## src/rtl/step_seq_pkg.sv

```systemverilog
// Shared definitions for the step/dir pulse sequencer: FSM state encoding
// and the minimum step high time the bridge edge detector can resolve.
package step_seq_pkg;

  typedef enum logic [2:0] {
    IDLE   = 3'd0,
    SETUP  = 3'd1,
    HIGH   = 3'd2,
    LOW    = 3'd3,
    FINISH = 3'd4
  } seq_state_e;

  localparam int unsigned MIN_PULSE_WIDTH = 2;

endpackage

```

## src/rtl/step_timer.sv

```systemverilog
// Loadable down-counter shared by the SETUP, HIGH and LOW phases.
// The count parks at zero and zero_flag marks the last cycle of a phase.
module step_timer #(
  parameter int unsigned WIDTH = 32
) (
  input  logic             clk,
  input  logic             reset,
  input  logic             load,
  input  logic [WIDTH-1:0] load_value,
  output logic             zero_flag
);

  logic [WIDTH-1:0] cnt_r;

  // Phase countdown: load wins, otherwise decrement until zero and hold
  always_ff @(posedge clk or posedge reset) begin
    if (reset) begin
      cnt_r <= {WIDTH{1'b0}};
    end else if (load) begin
      cnt_r <= load_value;
    end else if (cnt_r != {WIDTH{1'b0}}) begin
      cnt_r <= cnt_r - {{(WIDTH-1){1'b0}}, 1'b1};
    end else begin
      cnt_r <= cnt_r;
    end
  end

  assign zero_flag = (cnt_r == {WIDTH{1'b0}});

endmodule

```

## src/rtl/step_sequencer.sv

```systemverilog
// Command-driven step/dir/enable scheduler for the H-bridge microstep driver.
// Optional bridge idle power-down is built when STEP_SEQ_IDLE_OFF_EN is defined.
module step_sequencer
  import step_seq_pkg::*;
#(
  parameter int unsigned COUNT_BITS  = 32,
  parameter int unsigned PERIOD_BITS = 32,
  parameter int unsigned PULSE_WIDTH = 4,
  parameter int unsigned DIR_SETUP   = 16,
  parameter int unsigned IDLE_BITS   = 24
) (
  input  logic                   clk,
  input  logic                   reset,
  input  logic                   cmd_valid,
  output logic                   cmd_ready,
  input  logic                   cmd_dir,
  input  logic [COUNT_BITS-1:0]  cmd_steps,
  input  logic [PERIOD_BITS-1:0] cmd_period,
  input  logic                   abort,
  output logic                   step,
  output logic                   dir,
  output logic                   enable,
  output logic                   busy,
  output logic [COUNT_BITS-1:0]  steps_remaining,
  output logic                   done,
  output logic                   aborted
`ifdef STEP_SEQ_IDLE_OFF_EN
  ,
  input  logic [IDLE_BITS-1:0]   idle_timeout
`endif
);

  // An out-of-range pulse width is clamped so the bridge still sees the edge
  localparam int unsigned HIGH_CYCLES = (PULSE_WIDTH < MIN_PULSE_WIDTH) ? MIN_PULSE_WIDTH : PULSE_WIDTH;
  localparam logic [PERIOD_BITS-1:0] MIN_PERIOD = PERIOD_BITS'(2 * HIGH_CYCLES);
  localparam logic [PERIOD_BITS-1:0] HIGH_LOAD  = PERIOD_BITS'(HIGH_CYCLES - 1);
  localparam logic [PERIOD_BITS-1:0] SETUP_LOAD = PERIOD_BITS'(DIR_SETUP - 1);
  localparam logic [PERIOD_BITS-1:0] LOW_ADJ    = PERIOD_BITS'(HIGH_CYCLES + 1);
  localparam logic [COUNT_BITS-1:0]  ZERO_STEPS = {COUNT_BITS{1'b0}};
  localparam logic [COUNT_BITS-1:0]  ONE_STEP   = {{(COUNT_BITS-1){1'b0}}, 1'b1};

  seq_state_e              state_r, state_nxt_s;
  logic                    accept_s, setup_need_s, rise_s, abort_end_s, idle_hit_s;
  logic                    tmr_load_s, tmr_zero_s;
  logic [PERIOD_BITS-1:0]  tmr_val_s, eff_s, low_load_r;
  logic                    abort_pend_r, step_r, dir_r, enable_r, busy_r, done_r, aborted_r;
  logic [COUNT_BITS-1:0]   rem_r;

  assign cmd_ready    = (state_r == IDLE) && !abort;
  assign accept_s     = cmd_valid && cmd_ready;
  assign setup_need_s = !enable_r || (cmd_dir != dir_r);
  assign eff_s        = (cmd_period < MIN_PERIOD) ? MIN_PERIOD : cmd_period;
  assign rise_s       = (state_nxt_s == HIGH) && (state_r != HIGH);

  step_timer #(.WIDTH(PERIOD_BITS)) u_timer (
    .clk        (clk),
    .reset      (reset),
    .load       (tmr_load_s),
    .load_value (tmr_val_s),
    .zero_flag  (tmr_zero_s)
  );

  // FSM state register
  always_ff @(posedge clk or posedge reset) begin
    if (reset) begin
      state_r <= IDLE;
    end else begin
      state_r <= state_nxt_s;
    end
  end

  // Next state and phase timer loads
  always_comb begin
    state_nxt_s = state_r;
    tmr_load_s  = 1'b0;
    tmr_val_s   = HIGH_LOAD;
    abort_end_s = 1'b0;
    case (state_r)
      IDLE: begin
        if (accept_s) begin
          if (cmd_steps == ZERO_STEPS) begin
            state_nxt_s = FINISH;
          end else if (setup_need_s) begin
            state_nxt_s = SETUP;
            tmr_load_s  = 1'b1;
            tmr_val_s   = SETUP_LOAD;
          end else begin
            state_nxt_s = HIGH;
            tmr_load_s  = 1'b1;
          end
        end else begin
          state_nxt_s = IDLE;
        end
      end
      SETUP: begin
        if (abort) begin
          state_nxt_s = FINISH;
          abort_end_s = 1'b1;
        end else if (tmr_zero_s) begin
          state_nxt_s = HIGH;
          tmr_load_s  = 1'b1;
        end else begin
          state_nxt_s = SETUP;
        end
      end
      HIGH: begin
        // An abort seen mid-pulse only takes effect once the pulse is complete
        if (tmr_zero_s) begin
          if (abort || abort_pend_r) begin
            state_nxt_s = FINISH;
            abort_end_s = 1'b1;
          end else begin
            state_nxt_s = LOW;
            tmr_load_s  = 1'b1;
            tmr_val_s   = low_load_r;
          end
        end else begin
          state_nxt_s = HIGH;
        end
      end
      LOW: begin
        if (abort) begin
          state_nxt_s = FINISH;
          abort_end_s = 1'b1;
        end else if (tmr_zero_s) begin
          if (rem_r != ZERO_STEPS) begin
            state_nxt_s = HIGH;
            tmr_load_s  = 1'b1;
          end else begin
            state_nxt_s = FINISH;
          end
        end else begin
          state_nxt_s = LOW;
        end
      end
      FINISH: begin
        state_nxt_s = IDLE;
      end
      default: begin
        state_nxt_s = IDLE;
      end
    endcase
  end

  // Registered bridge/status outputs and per-move latches
  always_ff @(posedge clk or posedge reset) begin
    if (reset) begin
      step_r       <= 1'b0;
      busy_r       <= 1'b0;
      done_r       <= 1'b0;
      aborted_r    <= 1'b0;
      abort_pend_r <= 1'b0;
      low_load_r   <= {PERIOD_BITS{1'b0}};
    end else begin
      step_r       <= (state_nxt_s == HIGH);
      busy_r       <= (state_nxt_s != IDLE);
      done_r       <= (state_nxt_s == FINISH);
      aborted_r    <= (state_nxt_s == FINISH) && abort_end_s;
      abort_pend_r <= (state_r == HIGH) && (state_nxt_s == HIGH) && (abort || abort_pend_r);
      low_load_r   <= accept_s ? (eff_s - LOW_ADJ) : low_load_r;
    end
  end

  // Remaining pulse count, decremented on each rising step edge
  always_ff @(posedge clk or posedge reset) begin
    if (reset) begin
      rem_r <= ZERO_STEPS;
    end else if (accept_s) begin
      rem_r <= (state_nxt_s == HIGH) ? (cmd_steps - ONE_STEP) : cmd_steps;
    end else if (rise_s) begin
      rem_r <= rem_r - ONE_STEP;
    end else begin
      rem_r <= rem_r;
    end
  end

  // Direction and bridge enable, changed only by a non-empty move or power-down
  always_ff @(posedge clk or posedge reset) begin
    if (reset) begin
      dir_r    <= 1'b0;
      enable_r <= 1'b0;
    end else if (accept_s && (cmd_steps != ZERO_STEPS)) begin
      dir_r    <= cmd_dir;
      enable_r <= 1'b1;
    end else if (idle_hit_s) begin
      dir_r    <= dir_r;
      enable_r <= 1'b0;
    end else begin
      dir_r    <= dir_r;
      enable_r <= enable_r;
    end
  end

`ifdef STEP_SEQ_IDLE_OFF_EN
  logic [IDLE_BITS-1:0] idle_cnt_r;
  logic                 idle_arm_s;

  assign idle_arm_s = (state_r == IDLE) && enable_r && (idle_timeout != {IDLE_BITS{1'b0}});
  assign idle_hit_s = idle_arm_s &&
                      (({1'b0, idle_cnt_r} + {{IDLE_BITS{1'b0}}, 1'b1}) >= {1'b0, idle_timeout});

  // Idle cycle counter for bridge power-down
  always_ff @(posedge clk or posedge reset) begin
    if (reset) begin
      idle_cnt_r <= {IDLE_BITS{1'b0}};
    end else if (accept_s || idle_hit_s) begin
      idle_cnt_r <= {IDLE_BITS{1'b0}};
    end else if (idle_arm_s) begin
      idle_cnt_r <= idle_cnt_r + {{(IDLE_BITS-1){1'b0}}, 1'b1};
    end else begin
      idle_cnt_r <= idle_cnt_r;
    end
  end
`else
  assign idle_hit_s = 1'b0;
`endif

  assign step            = step_r;
  assign dir             = dir_r;
  assign enable          = enable_r;
  assign busy            = busy_r;
  assign steps_remaining = rem_r;
  assign done            = done_r;
  assign aborted         = aborted_r;

endmodule

```

## config.mk

```make
export PLATFORM = sky130hd
export DESIGN_NAME = step_sequencer
export DESIGN_NICKNAME = d
export VERILOG_FILES = /design/src/rtl/step_seq_pkg.sv /design/src/rtl/step_timer.sv /design/src/rtl/step_sequencer.sv
export SDC_FILE = /design/constraint.sdc
export NUM_CORES = 1
export LEC_CHECK = 0
export BUFFER_PORTS_ARGS = -buffer_cell sky130_fd_sc_hd__clkbuf_2
export CORE_ASPECT_RATIO = 2
export CORE_MARGIN = 8
export CORE_UTILIZATION = 50
export CTS_CLUSTER_DIAMETER = 60
export DETAILED_ROUTE_END_ITERATION = 10
export PLACE_DENSITY = 0.7
export SYNTH_ARGS = -nofsm -noshare
export SYNTH_HDL_FRONTEND = slang
export SYNTH_SLANG_ARGS = --single-unit
```

## constraint.sdc

```tcl
create_clock -name clk -period 3.8 [get_ports clk]
set_input_delay 0.19 -clock clk [delete_from_list [all_inputs] [get_ports clk]]
set_output_delay 0.19 -clock clk [all_outputs]
set_load 0.01 [all_outputs]
```

== Word-level counts from Yosys, hierarchy flattened ==
Index checks and enable logic that the tools add are counted.

* $add $sub $neg: 4
* $mul: 0
* Div/mod/pow operators: 0
* Order comparisons: 1
* Eq/ne operators: 7
* Shift-type cells: 0
* Muxes and demuxes: 37
* Bitwise gates (word level): 0
* Reduce and logical (&&, ||, !) cells: 21

{| class="wikitable"
|+ Operators by type and width
! cell !! count
|-
| 32-bit two-way mux || 8
|-
| 32-bit nonzero test || 3
|-
| 32-bit by 1-bit subtractor with 32-bit output (second input constant) || 3
|-
| 32-bit logical NOT || 2
|-
| 32-bit case mux with 2 select lines || 1
|-
| 32-bit by 4-bit < comparator with 1-bit output (second input constant) || 1
|-
| 32-bit by 3-bit subtractor with 32-bit output (second input constant) || 1
|-
| 3-bit two-way mux || 8
|-
| 1-bit two-way mux || 12
|-
| 4-bit two-way mux || 3
|-
| 3-bit case mux with 4 select lines || 1
|-
| 3-bit by 2-bit equality test with 1-bit output (second input constant) || 3
|-
| 1-bit logical AND || 7
|-
| 2-bit two-way mux || 2
|-
| 1-bit case mux with 4 select lines || 1
|-
| 2-bit nonzero test || 2
|-
| 3-bit by 1-bit equality test with 1-bit output (second input constant) || 1
|-
| 3-bit equality test (second input constant) || 1
|-
| 3-bit logical NOT || 1
|-
| 3-bit by 2-bit != test with 1-bit output (second input constant) || 1
|-
| 3-bit nonzero test || 1
|-
| 1-bit logical NOT || 2
|-
| 1-bit logical OR || 2
|-
| 1-bit case mux with 2 select lines || 1
|-
| 2 further kinds || 2
|}

* Flip-flop bits (word level): 106
* Bits in latches: 0
* RAM bits: 0
* ROM bits: 0
* Output and inout port bits: 39
* Logic and storage cells: 81
* Memories: 0

== Depth between registers and ports, before layout ==
* Word-level depth: 10
* Depth in mapped cells: 14
* Depth with buffers taken out: 12

== Cells and area by module ==
From an unflattened synthesis, not the netlist that was laid out.

* Cell total of the unflattened synthesis: 816
* Area, all modules: 7135.6 µm²

{| class="wikitable"
|+ Modules (own cells, without submodules)
! module !! instances !! cells an instance !! area each (µm²)
|-
| step_sequencer || 1 || 610 || 5252.5
|-
| step_timer || 1 || 206 || 1883.1
|}

== Worst setup path before layout ==
OpenSTA, ideal clock, no wires.

* Kind: input to register
* Start: input port cmd_period[10]
* End: register low_load_r[22]
* Arrival time: 3362 ps
* Required time: 3667 ps
* Slack: 305 ps
* Stages: 14
* Cell sequence: or4_1 > or4_1 > clkbuf_1 > nor4_1 > nand2_1 > nand2_1 > ha_1 > nor2b_1 > a211oi_1 > nand2b_1 > clkbuf_1 > nor3b_1 > xnor2_1 > o21ai_0

* Word-level cells in the longest chain between the ends: 3

{| class="wikitable"
|+ RTL lines
! element !! RTL line !! source
|-
| start, declared || step_sequencer.sv:18 || <nowiki>input logic [PERIOD_BITS-1:0] cmd_period,</nowiki>
|-
| 32-bit by 4-bit < comparator with 1-bit output || step_sequencer.sv:52 || <nowiki>assign eff_s = (cmd_period < MIN_PERIOD) ? MIN_PERIOD : cmd_period;</nowiki>
|-
| 32-bit two-way mux * || step_sequencer.sv:52 ||
|-
| 32-bit by 3-bit subtractor with 32-bit output * || step_sequencer.sv:160 || <nowiki>low_load_r <= accept_s ? (eff_s - LOW_ADJ) : low_load_r;</nowiki>
|-
| end signal, assigned || step_sequencer.sv:153 || <nowiki>low_load_r <= {PERIOD_BITS{1'b0}};</nowiki>
|-
| end signal, assigned || step_sequencer.sv:160 ||
|-
| end, declared || step_sequencer.sv:45 || <nowiki>logic [PERIOD_BITS-1:0] tmr_val_s, eff_s, low_load_r;</nowiki>
|}

Mark *: on every way between the ends. The rest lies on a longest branch, timed or not.
A chain may end at the register's enable or synchronous reset.

== Final worst setup path ==
* Start: register u_timer.cnt_r[8]
* End: register rem_r[22] (netlist: steps_remaining[22])

* Word-level cells in the longest chain between the ends: 7
* Elaborated cells between the ends (all ways): 12
* Classes of those cells: 1 x eq/ne; 8 x mux; 3 x reduce/logical

{| class="wikitable"
|+ RTL lines
! element !! RTL line !! source
|-
| start, declared || step_timer.sv:13 || <nowiki>logic [WIDTH-1:0] cnt_r;</nowiki>
|-
| start signal, assigned || step_timer.sv:18 || <nowiki>cnt_r <= {WIDTH{1'b0}};</nowiki>
|-
| start signal, assigned || step_timer.sv:20 || <nowiki>cnt_r <= load_value;</nowiki>
|-
| start signal, assigned || step_timer.sv:22 || <nowiki>cnt_r <= cnt_r - {{(WIDTH-1){1'b0}}, 1'b1};</nowiki>
|-
| 32-bit logical NOT * || step_timer.sv:28 || <nowiki>assign zero_flag = (cnt_r == {WIDTH{1'b0}});</nowiki>
|-
| 3-bit two-way mux or 2-bit two-way mux (tied branches) || step_sequencer.sv:125, step_sequencer.sv:99 ||
|-
| 3-bit two-way mux (on tied branches) || step_sequencer.sv:122, step_sequencer.sv:96 ||
|-
| 3-bit case mux with 4 select lines * || step_sequencer.sv:78 || <nowiki>case (state_r)</nowiki>
|-
| 3-bit by 2-bit equality test with 1-bit output * || step_sequencer.sv:53, step_sequencer.sv:169 ||
|-
| 32-bit two-way mux or 1-bit logical AND (tied branches) || step_sequencer.sv:169, step_sequencer.sv:53 ||
|-
| 32-bit two-way mux or 2-bit nonzero test (tied branches) || - ||
|-
| end signal, assigned || step_sequencer.sv:169 || <nowiki>rem_r <= (state_nxt_s == HIGH) ? (cmd_steps - ONE_STEP) : cmd_steps;</nowiki>
|-
| end signal, assigned || step_sequencer.sv:171 || <nowiki>rem_r <= rem_r - ONE_STEP;</nowiki>
|-
| end signal, assigned || step_sequencer.sv:173 || <nowiki>rem_r <= rem_r;</nowiki>
|-
| end, declared || step_sequencer.sv:47 || <nowiki>logic [COUNT_BITS-1:0] rem_r;</nowiki>
|}

Marked as above.

==> results.yml <==
outcome:
  outcome: "completed"
cts:
  clockBufferDepth: 2
  h-tree-depth: 3
  cts_setup_buffers: 0
  root_buffer: "clkbuf_16"
  hold_buffers: 0
  cts_made_buffers: 9
  cts_tree: "yes"
  clk_latency_ps: 360
  clk_pin_slew_ps: 80
  clkSinkCount: 106
finish:
  area_delta_synth_final_pct: 16.92
  num-nets-final: 983
  antenna_cells: 0
  fin_area_um2: 8419
  multi_input_area_um2: 4284
  fillers: 1271
  seq_area_um2: 2653
  final_layout_size_suffix_gt1_share_pct: 23.66
  fin_cells: 1105
worst_setup_path:
  worstSetupStartpointType: "flop"
  cp_num_cells: 9
  required_ps: 4020
  path_cells: "or4_1, or4b_4, or3_1, o211a_4, nor2_8, buf_4, nor4_2, xnor2_1, mux2i_1"
  worstSetupEndpointType: "flop"
  cp_slowest_stage_delay_ps: 620
  critPathArrivalTime_ps: 3840
  worst-path-buf-inv: 1
  critPathSlowestCell: "or4b_4"
  cp_max_fo: 15
  r2r_slack_ps: 180
  critPathKind: "flop to flop"
  reg2regPathDepth: 9
  path_delay_family: "simple AND/OR/NAND/NOR gates"
floorplan:
  fp.coreArea_um2: 14200
  ioPinCount: 108
  start_util_pct: 50.72
  fp.dieH_um: 185.7
  dieWidth_um: 100.9
  dieArea_um2: 18730
  rows: 62
logic_synthesis:
  synthArstFlopShare_pct: 100.0
  synth_nets: 868
  yosys_warnings: 0
  synth_top_area_share_pct: 36.84
  yosysUniqueCellTypes: 61
  postSynthAreaPerCell_um2: 9.080
  synth_common_cells: "106 x dfrtp_1, 94 x xnor2_1, 91 x nand2_1"
  ys_ff_latch: 106
  synth_edf_count: 0
  yosysMostFrequentCell: "dfrtp_1"
  synth_area_um2: 7201
  synth_area_leaders: "dfrtp_1 37%, xnor2_1 11%, nand2_1 4.7%"
  ys_seq_area_share_pct: 36.84
  yosysTopAreaCell: "dfrtp_1"
  ys_dominant_reg_cell: "dfrtp_1"
  synth_cells: 793
timing:
  skew_ps: 12.59
  rsz0062_at_grt: "no"
  setup_slack_ps: 178.0
  slew_headroom_pct: 26.69
  setup_viol: 0
  maxSlewViolCount: 0
  period_needed_ps: 3622
  max_freq_mhz: 276.1
  worstMarginPinSlew_ps: 1100
  fin_crit_sh_pct: 95.32
  setup_tns_ps: 0
  hold_viol_final: 0
hold_path:
  hp-class: "input pin to asynchronous set/reset pin"
routing:
  vias_per_cell: 5.751
  met2_length_mm: 9.362
  wirelength_mm: 19.44
  wl_met1_mm: 8.779
  top_layer: "met4"
  detail_route.wl_per_cell_um: 17.59
  drtIter0Drc: 278
  routed-wl-met3_um: 808
  drt_first_pass_iters: 4
  drcViolationCount: 0
  vias: 6355
  ant_nets: 0
pwr:
  leakage_nw: 3.421
  power_density_nw_per_um2: 659.7
  vdd_drop_max_uv: 434.5
flow_run:
  drv_cap: 0
global_routing:
  track_usage_pct: 21.53
  overflow: 0
  antenna_found_initial: 0
  grt_max_degree: 86
  grt_pass1_wl_mm: 32.18
  grt_pass1_vias: 6472
place:
  post-place-ws_ps: 85.83
  placed_cells: 1089
  placed_area_um2: 8130
  io_buffers: 107
  finalWeightedCongestion: 0.8948
  hpwl_mm: 14.76
==> metrics by stage <==
| stage | hold slack, ps | power (mW) | util, % |
|---|---|---|---|
| floorplan | 331.4 | 3.754 | - |
| global placement | 452.6 | 4.551 | 57.27 |
| detailed placement | 461.7 | 4.615 | 57.27 |
| CTS | 96.15 | 5.551 | 59.28 |
| global route | 121.3 | 5.940 | 59.31 |
| finish | 67.97 | 5.554 | 59.31 |
==> area by class of cell <==
type                            instances  area share (%)
Inverter                               13          0.6093
Timing Repair Buffer                  148           10.76
Tap cell                              192           2.853
Clock inverter                          6          0.6687
Sequential cell                       106           31.51
Clock buffer                           10           2.720
Multi-Input combinational cell        630           50.88
==> power breakdown <==
group / leakage, nW / switching, mW / total (mW) / internal (mW)
clock: 0.138 / 0.465 / 0.928 / 0.462
combinational: 1.96 / 1.46 / 2.54 / 1.07
sequential: 1.33 / 0.467 / 2.09 / 1.63
==> per-layer routing <==
metal  vias up  track usage [%]
met5         -                0
met4         0            8.293
met3        35            3.484
met2       171            33.86
met1      3050            28.78
li1       3099                -
==> sequential cells by signal, summed over array words and instances (netlist names) <==
register and count:
steps_remaining 32, low_load_r 32, done 1, enable 1, abort_pend_r 1, u_timer.cnt_r 32
step 1, busy 1, state_r 3, dir 1, aborted 1
==> final timing paths <==
check | from | to
min | reset | steps_remaining[18]
max | u_timer.cnt_r[8] | steps_remaining[22]
min in group clk | cmd_period[31] | low_load_r[31]
max in group asynchronous | reset | dir
min reg2reg | low_load_r[3] | low_load_r[3]
max reg2reg | u_timer.cnt_r[8] | steps_remaining[22]
==> cell usage in the layout (no fill, tap or decap), drive strengths merged, types with 29 or more instances in the layout <==
| cell | instances |
|---|---|
| xnor2 | 94 |
| dfrtp | 106 |
| mux2i | 30 |
| nor4 | 64 |
| or3 | 29 |
| nand2 | 91 |
| nor2 | 59 |
| buf | 41 |
| or4 | 33 |
| clkbuf | 117 |
| nor3 | 41 |
| o21ai | 63 |
==> cells by family after synthesis <==
| group | synth area share (%) |
|---|---|
| multiplexers | 4.483 |
| AO/OA/AOI/OAI | 8.897 |
| XOR/XNOR | 13.74 |
| flip-flops | 36.84 |
| adder cells (fa/ha/maj) | 1.043 |
| buffers and inverters | 4.049 |
| AND/OR/NAND/NOR | 30.95 |
==> timing repair <==
item	CTS	global route
endpoints found under the setup margin	0	17
hold endpoints to repair	0	0
resized for setup	0	1
(Power assumes the default switching activity.)
